[src/rtl/hazard_pkg.sv]
// Shared encodings for the decode-stage hazard controller: FSM states, forward-select
// codes and the architecturally special register numbers.
package hazard_pkg;

    localparam logic [0:0] ST_RUN   = 1'b0;
    localparam logic [0:0] ST_STALL = 1'b1;

    localparam logic [1:0] FWD_REGFILE = 2'd0;
    localparam logic [1:0] FWD_MEM     = 2'd1;
    localparam logic [1:0] FWD_WB      = 2'd2;

    localparam logic [1:0] FWDG_RD1    = 2'd0;
    localparam logic [1:0] FWDG_RA_MEM = 2'd1;
    localparam logic [1:0] FWDG_FWD    = 2'd2;
    localparam logic [1:0] FWDG_WB     = 2'd3;

    localparam logic [4:0] REG_ZERO = 5'd0;
    localparam logic [4:0] REG_RA   = 5'd31;

endpackage

[src/rtl/id_forward_select.sv]
// Producer-match and forward-priority logic for one decode-stage source operand.
// JUMP_PATH selects the jr/jalr target encoding, which adds the in-flight jal link value.
module id_forward_select
    import hazard_pkg::*;
#(
    parameter int REG_ADDR_W = 5,
    parameter bit JUMP_PATH  = 1'b0
) (
    input  logic [REG_ADDR_W-1:0] src,
    input  logic                  ex_reg_write,
    input  logic [REG_ADDR_W-1:0] ex_write_reg,
    input  logic                  mem_reg_write,
    input  logic                  mem_jal,
    input  logic [REG_ADDR_W-1:0] mem_write_reg,
    input  logic                  wb_reg_write,
    input  logic [REG_ADDR_W-1:0] wb_write_reg,
    output logic                  ex_match,
    output logic                  mem_match,
    output logic [1:0]            fwd_sel
);

    logic src_live_s;
    logic wb_match_s;

    // Match against each producer stage; $0 is hardwired and never matches.
    always_comb begin
        src_live_s = (src != REG_ADDR_W'(REG_ZERO));
        ex_match   = ex_reg_write  & (ex_write_reg  == src) & src_live_s;
        mem_match  = mem_reg_write & (mem_write_reg == src) & src_live_s;
        wb_match_s = wb_reg_write  & (wb_write_reg  == src) & src_live_s;
        if (JUMP_PATH) begin
            if (mem_jal && (src == REG_ADDR_W'(REG_RA))) begin
                fwd_sel = FWDG_RA_MEM;
            end else if (mem_match) begin
                fwd_sel = FWDG_FWD;
            end else if (wb_match_s) begin
                fwd_sel = FWDG_WB;
            end else begin
                fwd_sel = FWDG_RD1;
            end
        end else begin
            if (mem_match) begin
                fwd_sel = FWD_MEM;
            end else if (wb_match_s) begin
                fwd_sel = FWD_WB;
            end else begin
                fwd_sel = FWD_REGFILE;
            end
        end
    end

endmodule

[src/rtl/id_hazard_controller.sv]
// Decode-stage hazard controller: forwarding selects, PC/IF-ID stalls, bubbles and redirects.
// Optional perf counters are built when HAZARD_PERF_EN is defined.
module id_hazard_controller
    import hazard_pkg::*;
#(
    parameter int REG_ADDR_W = 5,
    parameter int PERF_W     = 32
) (
    input  logic                  Clk,
    input  logic                  Reset_n,
    input  logic [REG_ADDR_W-1:0] ID_Rs,
    input  logic [REG_ADDR_W-1:0] ID_Rt,
    input  logic                  ID_UsesRt,
    input  logic                  ID_Branch,
    input  logic                  ID_JumpReg,
    input  logic                  ID_Jump,
    input  logic                  BranchOut,
    input  logic                  EX_RegWrite,
    input  logic                  EX_MemRead,
    input  logic [REG_ADDR_W-1:0] EX_WriteReg,
    input  logic                  MEM_RegWrite,
    input  logic                  MEM_MemRead,
    input  logic                  MEM_Jal,
    input  logic [REG_ADDR_W-1:0] MEM_WriteReg,
    input  logic                  WB_RegWrite,
    input  logic [REG_ADDR_W-1:0] WB_WriteReg,
    output logic                  PCWrite,
    output logic                  IFIDWrite,
    output logic                  FlushControl,
    output logic                  IFFlush,
    output logic [1:0]            ForwardE,
    output logic [1:0]            ForwardF,
    output logic [1:0]            ForwardG,
    output logic [PERF_W-1:0]     StallCount,
    output logic [PERF_W-1:0]     FlushCount
);

    logic [0:0] state_q, state_d;
    logic       cnt_q, cnt_d;
    logic       rs_ex_s, rs_mem_s, rt_ex_s, rt_mem_s, jr_ex_s, jr_mem_s;
    logic [1:0] rs_fwd_s, rt_fwd_s, jr_fwd_s;
    logic       resolve_s, ex_hit_resolve_s, mem_hit_resolve_s, ex_hit_use_s;
    logic [1:0] hazard_n_s;
    logic       stall_s, ifflush_s;

    id_forward_select #(.REG_ADDR_W(REG_ADDR_W), .JUMP_PATH(1'b0)) u_fwd_rs (
        .src(ID_Rs), .ex_reg_write(EX_RegWrite), .ex_write_reg(EX_WriteReg),
        .mem_reg_write(MEM_RegWrite), .mem_jal(MEM_Jal), .mem_write_reg(MEM_WriteReg),
        .wb_reg_write(WB_RegWrite), .wb_write_reg(WB_WriteReg),
        .ex_match(rs_ex_s), .mem_match(rs_mem_s), .fwd_sel(rs_fwd_s)
    );

    id_forward_select #(.REG_ADDR_W(REG_ADDR_W), .JUMP_PATH(1'b0)) u_fwd_rt (
        .src(ID_Rt), .ex_reg_write(EX_RegWrite), .ex_write_reg(EX_WriteReg),
        .mem_reg_write(MEM_RegWrite), .mem_jal(MEM_Jal), .mem_write_reg(MEM_WriteReg),
        .wb_reg_write(WB_RegWrite), .wb_write_reg(WB_WriteReg),
        .ex_match(rt_ex_s), .mem_match(rt_mem_s), .fwd_sel(rt_fwd_s)
    );

    // Jump-target instance; its Rs matches also feed the in-ID branch/jr resolution hazard.
    id_forward_select #(.REG_ADDR_W(REG_ADDR_W), .JUMP_PATH(1'b1)) u_fwd_jr (
        .src(ID_Rs), .ex_reg_write(EX_RegWrite), .ex_write_reg(EX_WriteReg),
        .mem_reg_write(MEM_RegWrite), .mem_jal(MEM_Jal), .mem_write_reg(MEM_WriteReg),
        .wb_reg_write(WB_RegWrite), .wb_write_reg(WB_WriteReg),
        .ex_match(jr_ex_s), .mem_match(jr_mem_s), .fwd_sel(jr_fwd_s)
    );

    // Number of stall cycles the ID instruction needs before its operands are reachable.
    always_comb begin
        resolve_s         = ID_Branch | ID_JumpReg;
        ex_hit_resolve_s  = jr_ex_s  | (ID_UsesRt & rt_ex_s);
        mem_hit_resolve_s = jr_mem_s | (ID_UsesRt & rt_mem_s);
        ex_hit_use_s      = rs_ex_s  | (ID_UsesRt & rt_ex_s);
        if (resolve_s && EX_MemRead && ex_hit_resolve_s) begin
            hazard_n_s = 2'd2;
        end else if (resolve_s && ex_hit_resolve_s) begin
            hazard_n_s = 2'd1;
        end else if (resolve_s && MEM_MemRead && mem_hit_resolve_s) begin
            hazard_n_s = 2'd1;
        end else if (!resolve_s && EX_MemRead && ex_hit_use_s) begin
            hazard_n_s = 2'd1;
        end else begin
            hazard_n_s = 2'd0;
        end
    end

    // Stall sequencer: STALL holds the pipeline for the extra cycle of a load feeding a branch.
    always_comb begin
        state_d = state_q;
        cnt_d   = cnt_q;
        stall_s = 1'b0;
        case (state_q)
            ST_RUN: begin
                if (hazard_n_s != 2'd0) begin
                    stall_s = 1'b1;
                    if (hazard_n_s == 2'd2) begin
                        state_d = ST_STALL;
                        cnt_d   = 1'b1;
                    end else begin
                        state_d = ST_RUN;
                    end
                end else begin
                    stall_s = 1'b0;
                end
            end
            ST_STALL: begin
                stall_s = 1'b1;
                cnt_d   = cnt_q - 1'b1;
                if (cnt_d == 1'b0) begin
                    state_d = ST_RUN;
                end else begin
                    state_d = ST_STALL;
                end
            end
            default: begin
                state_d = ST_RUN;
                cnt_d   = 1'b0;
                stall_s = 1'b0;
            end
        endcase
    end

    // Output decode; an active reset forces the bubble/hold values immediately.
    always_comb begin
        ifflush_s = ~stall_s & ((ID_Branch & BranchOut) | ID_Jump);
        if (!Reset_n) begin
            PCWrite      = 1'b0;
            IFIDWrite    = 1'b0;
            FlushControl = 1'b1;
            IFFlush      = 1'b0;
            ForwardE     = FWD_REGFILE;
            ForwardF     = FWD_REGFILE;
            ForwardG     = FWDG_RD1;
        end else begin
            PCWrite      = ~stall_s;
            IFIDWrite    = ~stall_s;
            FlushControl = stall_s;
            IFFlush      = ifflush_s;
            ForwardE     = rs_fwd_s;
            ForwardF     = rt_fwd_s;
            ForwardG     = jr_fwd_s;
        end
    end

    // Sequencer state.
    always_ff @(posedge Clk or negedge Reset_n) begin
        if (!Reset_n) begin
            state_q <= ST_RUN;
            cnt_q   <= 1'b0;
        end else begin
            state_q <= state_d;
            cnt_q   <= cnt_d;
        end
    end

`ifdef HAZARD_PERF_EN
    logic [PERF_W-1:0] stall_count_q, stall_count_d;
    logic [PERF_W-1:0] flush_count_q, flush_count_d;

    // Free-running event counters, wrapping naturally at 2^PERF_W.
    always_comb begin
        stall_count_d = stall_count_q + (stall_s   ? PERF_W'(1) : PERF_W'(0));
        flush_count_d = flush_count_q + (ifflush_s ? PERF_W'(1) : PERF_W'(0));
    end

    // Counter registers, cleared only by reset.
    always_ff @(posedge Clk or negedge Reset_n) begin
        if (!Reset_n) begin
            stall_count_q <= {PERF_W{1'b0}};
            flush_count_q <= {PERF_W{1'b0}};
        end else begin
            stall_count_q <= stall_count_d;
            flush_count_q <= flush_count_d;
        end
    end

    assign StallCount = stall_count_q;
    assign FlushCount = flush_count_q;
`else
    assign StallCount = {PERF_W{1'b0}};
    assign FlushCount = {PERF_W{1'b0}};
`endif

endmodule

[config.mk]
export PLATFORM = sky130hd
export DESIGN_NAME = id_hazard_controller
export DESIGN_NICKNAME = d
export VERILOG_FILES = /design/src/rtl/hazard_pkg.sv /design/src/rtl/id_forward_select.sv /design/src/rtl/id_hazard_controller.sv
export SDC_FILE = /design/constraint.sdc
export NUM_CORES = 1
export LEC_CHECK = 0
export CORE_AREA = 5 5 65 67
export DETAILED_ROUTE_END_ITERATION = 10
export DIE_AREA = 0 0 70 72
export PLACE_DENSITY = 0.85
export SYNTH_ARGS = -nofsm -noshare
export SYNTH_HDL_FRONTEND = slang
export SYNTH_SLANG_ARGS = --single-unit
[constraint.sdc]
create_clock -name Clk -period 3.5 [get_ports Clk]
set_input_delay 0.7 -clock Clk [delete_from_list [all_inputs] [get_ports Clk]]
set_output_delay 0.7 -clock Clk [all_outputs]
set_load 0.01 [all_outputs]
Word-level counts from Yosys, hierarchy flattened:

Index checks and enable logic that the tools add are counted.

* add/sub/neg operators: 1
* multipliers: 0
* divide/modulo/power cells: 0
* $lt $le $gt $ge: 0
* equal/unequal tests: 10
* shifts and indexed selects: 0
* multiplexer cells: 26
* bitwise gates (word level): 22
* reductions and logical operators: 13

Operators by type and width (count)
* 5-bit equality test: 6
* 2-bit 2-to-1 mux: 11
* 1-bit bitwise AND: 16
* 1-bit 2-to-1 mux: 12
* 5-bit nonzero test: 2
* 1-bit logical AND: 8
* 1-bit case mux with 2 select lines: 3
* 5-bit equality test, second input constant: 1
* 2-bit inequality test, second input constant: 2
* 1-bit bitwise OR: 4
* 2-bit equality test, second input constant: 1
* 1-bit NOT: 2
* 2-bit AND reduction: 1
* 2-bit nonzero test: 1
* 1-bit zero test: 1
* 1-bit subtractor, second input constant: 1

* flip-flop bits (word level): 2
* bits in latches: 0
* RAM bits: 0
* memory bits (read-only): 0
* bits of input ports: 38
* output and inout port bits: 74
* logic and storage cells: 74
* memories: 0

Logic depth before layout (Yosys ltp):

* depth after elaboration: 16
* gate-level depth with buffers: 7
* depth with buffers taken out: 5

Modules after synthesis:

Synthesis repeated with hierarchy kept, for this count alone.

* cell total of the unflattened synthesis: 175
* area, all modules: 1332.5 um^2

Modules (own cells, without submodules)
* id_hazard_controller: instances 1, cells an instance 91, area each 693.2 um^2, sequential area each 50.0 um^2
* id_forward_select at u_fwd_rs ...: instances 2, cells an instance 26, area each 202.7 um^2, sequential area each 0.0 um^2
* id_forward_select at u_fwd_jr: instances 1, cells an instance 32, area each 234.0 um^2, sequential area each 0.0 um^2

Least setup slack after synthesis:

Ideal clock, no wire load.

* path type: input port to output port
* start point: input ID_Rt[1]
* end point: output PCWrite
* data arrival time: 2.052 ns
* data required time: 2.800 ns
* path slack: 0.748 ns
* stages: 6
* path buffers: 1
* path through: or4_4 -> nor2_1 -> nor4_1 -> a221oi_2 -> o21a_1 -> buf_4

* cells in the longest elaborated chain, start to end: 15
* elaborated cells on any way between the ends: 24
* those cells by class: 2 x eq/ne; 7 x mux; 9 x bitwise; 6 x reduce/logical

Ends and longest elaborated chain
* from (decl): line id_hazard_controller.sv:12 `input logic [REG_ADDR_W-1:0] ID_Rt,`
* 5-bit equality test: line id_forward_select.sv:28 `ex_match = ex_reg_write & (ex_write_reg == src) & src_live_s;`
* 1-bit bitwise AND (2 in series): line id_forward_select.sv:28
* 1-bit bitwise AND: line id_hazard_controller.sv:71, id_hazard_controller.sv:73
* 1-bit bitwise OR: line id_hazard_controller.sv:71, id_hazard_controller.sv:73
* 1-bit logical AND: line id_hazard_controller.sv:80 `end else if (!resolve_s && EX_MemRead && ex_hit_use_s) begin`
* 1-bit 2-to-1 mux: line id_hazard_controller.sv:80
* 1-bit 2-to-1 mux: line id_hazard_controller.sv:78 `end else if (resolve_s && MEM_MemRead && mem_hit_resolve_s) begin`
* 1-bit 2-to-1 mux: line id_hazard_controller.sv:76 `end else if (resolve_s && ex_hit_resolve_s) begin`
* 2-bit 2-to-1 mux (*): line id_hazard_controller.sv:74 `if (resolve_s && EX_MemRead && ex_hit_resolve_s) begin`
* 2-bit nonzero test (*): line id_hazard_controller.sv:94 `if (hazard_n_s != 2'd0) begin`
* 1-bit 2-to-1 mux (*): line id_hazard_controller.sv:94
* 1-bit case mux with 2 select lines (*): line id_hazard_controller.sv:92 `case (state_q)`
* 1-bit NOT (*)
* 1-bit 2-to-1 mux (*)
* to (decl): line id_hazard_controller.sv:27 `output logic PCWrite,`

Every way passes the cells marked *; elsewhere a longest branch is shown, timed or not.

Final worst setup path:

* start point: input ID_Rt[2]
* end point: output ForwardF[0]

* cells in the longest elaborated chain, start to end: 5
* elaborated cells on any way between the ends: 6
* those cells by class: 1 x eq/ne; 2 x mux; 2 x bitwise; 1 x reduce/logical

Ends and longest elaborated chain
* 5-bit equality test: line id_forward_select.sv:29 `mem_match = mem_reg_write & (mem_write_reg == src) & src_live_s;`
* 1-bit bitwise AND: line id_forward_select.sv:29
* 1-bit bitwise AND (*): line id_forward_select.sv:29
* 2-bit 2-to-1 mux (*): line id_forward_select.sv:42 `if (mem_match) begin`
* 2-bit 2-to-1 mux (*): line id_hazard_controller.sv:126 `if (!Reset_n) begin`
* to (decl): line id_hazard_controller.sv:32 `output logic [1:0] ForwardF,`

Marks and branches as above.

==> impl_summary.md <==
Yosys
The most repeated cell in the gate-level netlist after synthesis is sky130_fd_sc_hd__buf_4. The cell type contributing the most total cell area after synthesis is sky130_fd_sc_hd__buf_4. The mean post-synth cell area is 7.594 um2.

The sequential area share after synthesis is 4.577%. The cell count after synthesis came out at 144. The top cell type by area accounts for 44.62% of the synthesized area. The mux contribution to synthesized area is 0.9153%.

Of all flip-flops after synthesis, the portion carrying an async set or reset was 100.0%. The synthesized netlist devotes 14.65% of its cell area to simple gates. By area, the combinational part of the netlist is dominated by buffers and inverters.

The commonest cells after synthesis are sky130_fd_sc_hd__buf_4, sky130_fd_sc_hd__xnor2_1, sky130_fd_sc_hd__xor2_1. Synthesis inferred 2 register bits. The synthesized design contains 0 enable-type register cells.

The cell area after synthesis is 0.001094 mm2. The number of different library cells used by synthesis comes to 30. Sorting the synthesized cells by area gives the leading types as sky130_fd_sc_hd__buf_4, sky130_fd_sc_hd__xnor2_1, sky130_fd_sc_hd__xor2_1. For this run, the leading register cell type out of synthesis is sky130_fd_sc_hd__dfrtp_1. The synthesized netlist devotes 10.76% of its cell area to compound gates.

The post-synthesis adder-cell area fraction is 0%. The number of warning messages in the yosys log is 0. The XOR/XNOR share of the synthesized area is 22.43%.

Global routing
The initial antenna violation count is 0. The total overflow left after global routing is 0. In the global route stage, overall resource usage came out at 10.62%. The first global-routing pass estimated 4312 um of wire. The pin count of the biggest net entering global routing is 6. The number of global-route vias before repair is 927.

Finish
The utilization after layout is 43.71%. Fill cells in the final layout number 384. The share of final-layout standard cells stronger than drive strength 1 is 13.46%.

The count of inserted antenna diode cells is 0. The finished layout cell area is 0.001564 mm2. Compared with the post-synthesis result, the final layout area differs by 43.02%. The final layout contains 248 nets.

Outcome
The run finished with clean final reports.

Clock network
After clock tree synthesis, the flow added hold-fix buffers numbering 0. The count of H-tree levels built during CTS is 1. In this run the deepest clock path goes through 2 buffers. The root buffer cell chosen for the clock tree is sky130_fd_sc_hd__clkbuf_4. The TritonCTS clock tree is built.

The total CTS buffers is 3. Clock latency on the worst-skew pair, taken at its later pin, is 0.22 ns. The number of clock sinks seen by CTS is 2. The clock transition at the register clock pins on the worst setup and hold paths after CTS is 0.03 ns.

Place
The post-DP HPWL is 2719 um. The count of buffers added on input and output ports is 47. The global placer's final weighted congestion is 0.8663. The placed instances occupy a cell area of 0.001493 mm2.

The worst slack at placement is -0.1995 ns.

STA
The tightest hold path in the finished design has a slack of 0.4774 ns. The final count of hold timing violations is 0. Setup repair after global routing left no endpoint under its margin. The routed design could run at a clock period as short as 3.376 ns. Clock skew on the completed layout was measured at 0.004081 ns. Of the available clock period, the critical path in the final layout requires 96.45%. The max-slew violation count is 0. After layout, the worst setup slack is 0.1243 ns. The highest clock frequency the design can meet is 296.2 MHz. Setup violations remaining at the end of the flow were counted as 0.

Floorplan
The core region is 0.003578 mm2. The number of top-level design ports is 112. The die is 72 um tall. The die span in x is 70 um.

The effective utilization at floorplan is 30.56%. The floorplan die area is 0.005040 mm2. After floorplanning, the core was divided into 22 placement rows.

Power
Net switching is 40.56% of the power. The maximum vdd drop is 0.09799 mV. The fraction of power consumed by combinational cells is 67.9%.

The design draws 249.5 uW. Registers are responsible for 12.3% of the overall power. The analysis attributes to net switching a power of 101.2 uW.

The share of total power dissipated in the clock network is 19.7%. The internal power is 148.3 uW. The static leakage power is 0.0007704 uW. Power spread over the standard cell area amounts to 159.5 mW/mm2.

Routing
The total wirelength of the detailed-routed design is 3053 um. The detailed-router iteration count before antenna repair is 4. After detailed routing, the number of vias per cell comes to 3.840. For this run, design rule violations remaining after detail routing come to 0. The number of DRC markers in iteration 0 is 16. The detailed router placed 983 vias in this run. The post-detailed-route count of antenna-violating nets is 0. The detail-routed net length per standard cell is 11.93 um.

Setup path
The most frequent cell on the critical path is sky130_fd_sc_hd__clkdlybuf4s50_1. STA classifies the critical path startpoint as an input port. At the worst endpoint, the arrival time is 2.68 ns. The master of the slowest instance on the critical path is sky130_fd_sc_hd__clkdlybuf4s50_1. STA classifies the critical path endpoint as a primary output.

Traced cell by cell, the critical path runs through clkdlybuf4s50_1 -> buf_4 -> xnor2_1 -> nand4_1 -> nor4_2 -> and2_1 -> clkdlybuf4s50_1. The critical path is of the in -> out type. The delay of the slowest cell on the worst path is 0.54 ns. The data required time of the worst path is 2.80 ns. Along the worst path, the maximum fanout reaches 3.

Run
Max-cap violations in this run came to 0.

Worst hold path
The worst hold-check path type is reg -> reg.
## path summary, 6_finish.rpt
kind	slack, ns	cells after the start	to	start
max	0.12	7	ForwardF[0]	ID_Rt[2]
min	0.48	1	state_q	cnt_q
max reg2reg	2.76	2	cnt_q	state_q
min reg2reg	0.48	1	state_q	cnt_q
max in group asynchronous	2.53	2	cnt_q	Reset_n
min in group asynchronous	0.87	2	state_q	Reset_n
## per-stage QoR
step                cells   TNS [ns]
floorplan             207          0
global placement      252     -1.326
detailed placement    252     -1.303
CTS                   256  -0.003125
global route          256          0
finish                256          0
## layout by cell type, fill, tap and decap left out, types with 3 or more instances in the layout
master,n
sky130_fd_sc_hd__inv_1,3
sky130_fd_sc_hd__nand4_1,4
sky130_fd_sc_hd__xor2_1,9
sky130_fd_sc_hd__buf_4,18
sky130_fd_sc_hd__and2_1,4
sky130_fd_sc_hd__dlygate4sd2_1,4
sky130_fd_sc_hd__dlymetal6s2s_1,5
sky130_fd_sc_hd__xnor2_1,19
sky130_fd_sc_hd__conb_1,64
sky130_fd_sc_hd__clkbuf_4,3
sky130_fd_sc_hd__clkdlybuf4s50_1,37
sky130_fd_sc_hd__nor2_1,3
sky130_fd_sc_hd__nand2_1,3
## worst max-delay path, delay by kind of cell
kind,cells,cell delay [ns]
buf+inv,3,1.19
simple gates,3,0.66
xor+xnor,1,0.12
## state kept, by name (all words and copies together) (netlist names)
signal and count:
cnt_q 1, state_q 1
## kinds of logic (layout without fill, tap and decap cells)
kind of cell | after synthesis | after routing
buf+inv | 70 | 71
xor+xnor | 28 | 28
simple gates | 27 | 27
compound gates | 15 | 15
flops | 2 | 2
other cells | 1 | 64
mux | 1 | 1
## per-layer routing
metal	vias to the layer above	wire length, um	share of wire, %	global-route usage (%)
met3	0	343	11	2.493
met2	63	1553	51	19.94
met4	0	0	0	1.277
li1	483	-	-	-
met5	-	0	0	0
met1	437	1156	38	12.63
## power groups by stage
stage / Sequential [uW] / Combinational [uW] / Clock [uW]
2_1_floorplan: 30.5 / 134 / 0
3_3_place_gp: 30.5 / 163 / 0
3_5_place_dp: 31.0 / 165 / 0
4_1_cts: 30.7 / 166 / 53.5
5_1_grt: 31.1 / 184 / 54.4
6_report: 30.8 / 169 / 49.3
## area by class of cell
class | count | area (um2) | share of cell area [%]
clock buffer | 3 | 22.52 | 1.440
inverter | 3 | 11.26 | 0.7200
multi-input combinational | 135 | 807.0 | 51.60
sequential | 2 | 50.05 | 3.200
tap | 48 | 60.06 | 3.840
timing repair buffer | 65 | 613.1 | 39.20
## repair_timing
action,CTS,global route
setup buffers,1,0
gates resized for setup,8,9
pin swaps,0,1
endpoints found under the setup margin,9,8
Note: power is estimated with default switching activity, not from simulation.
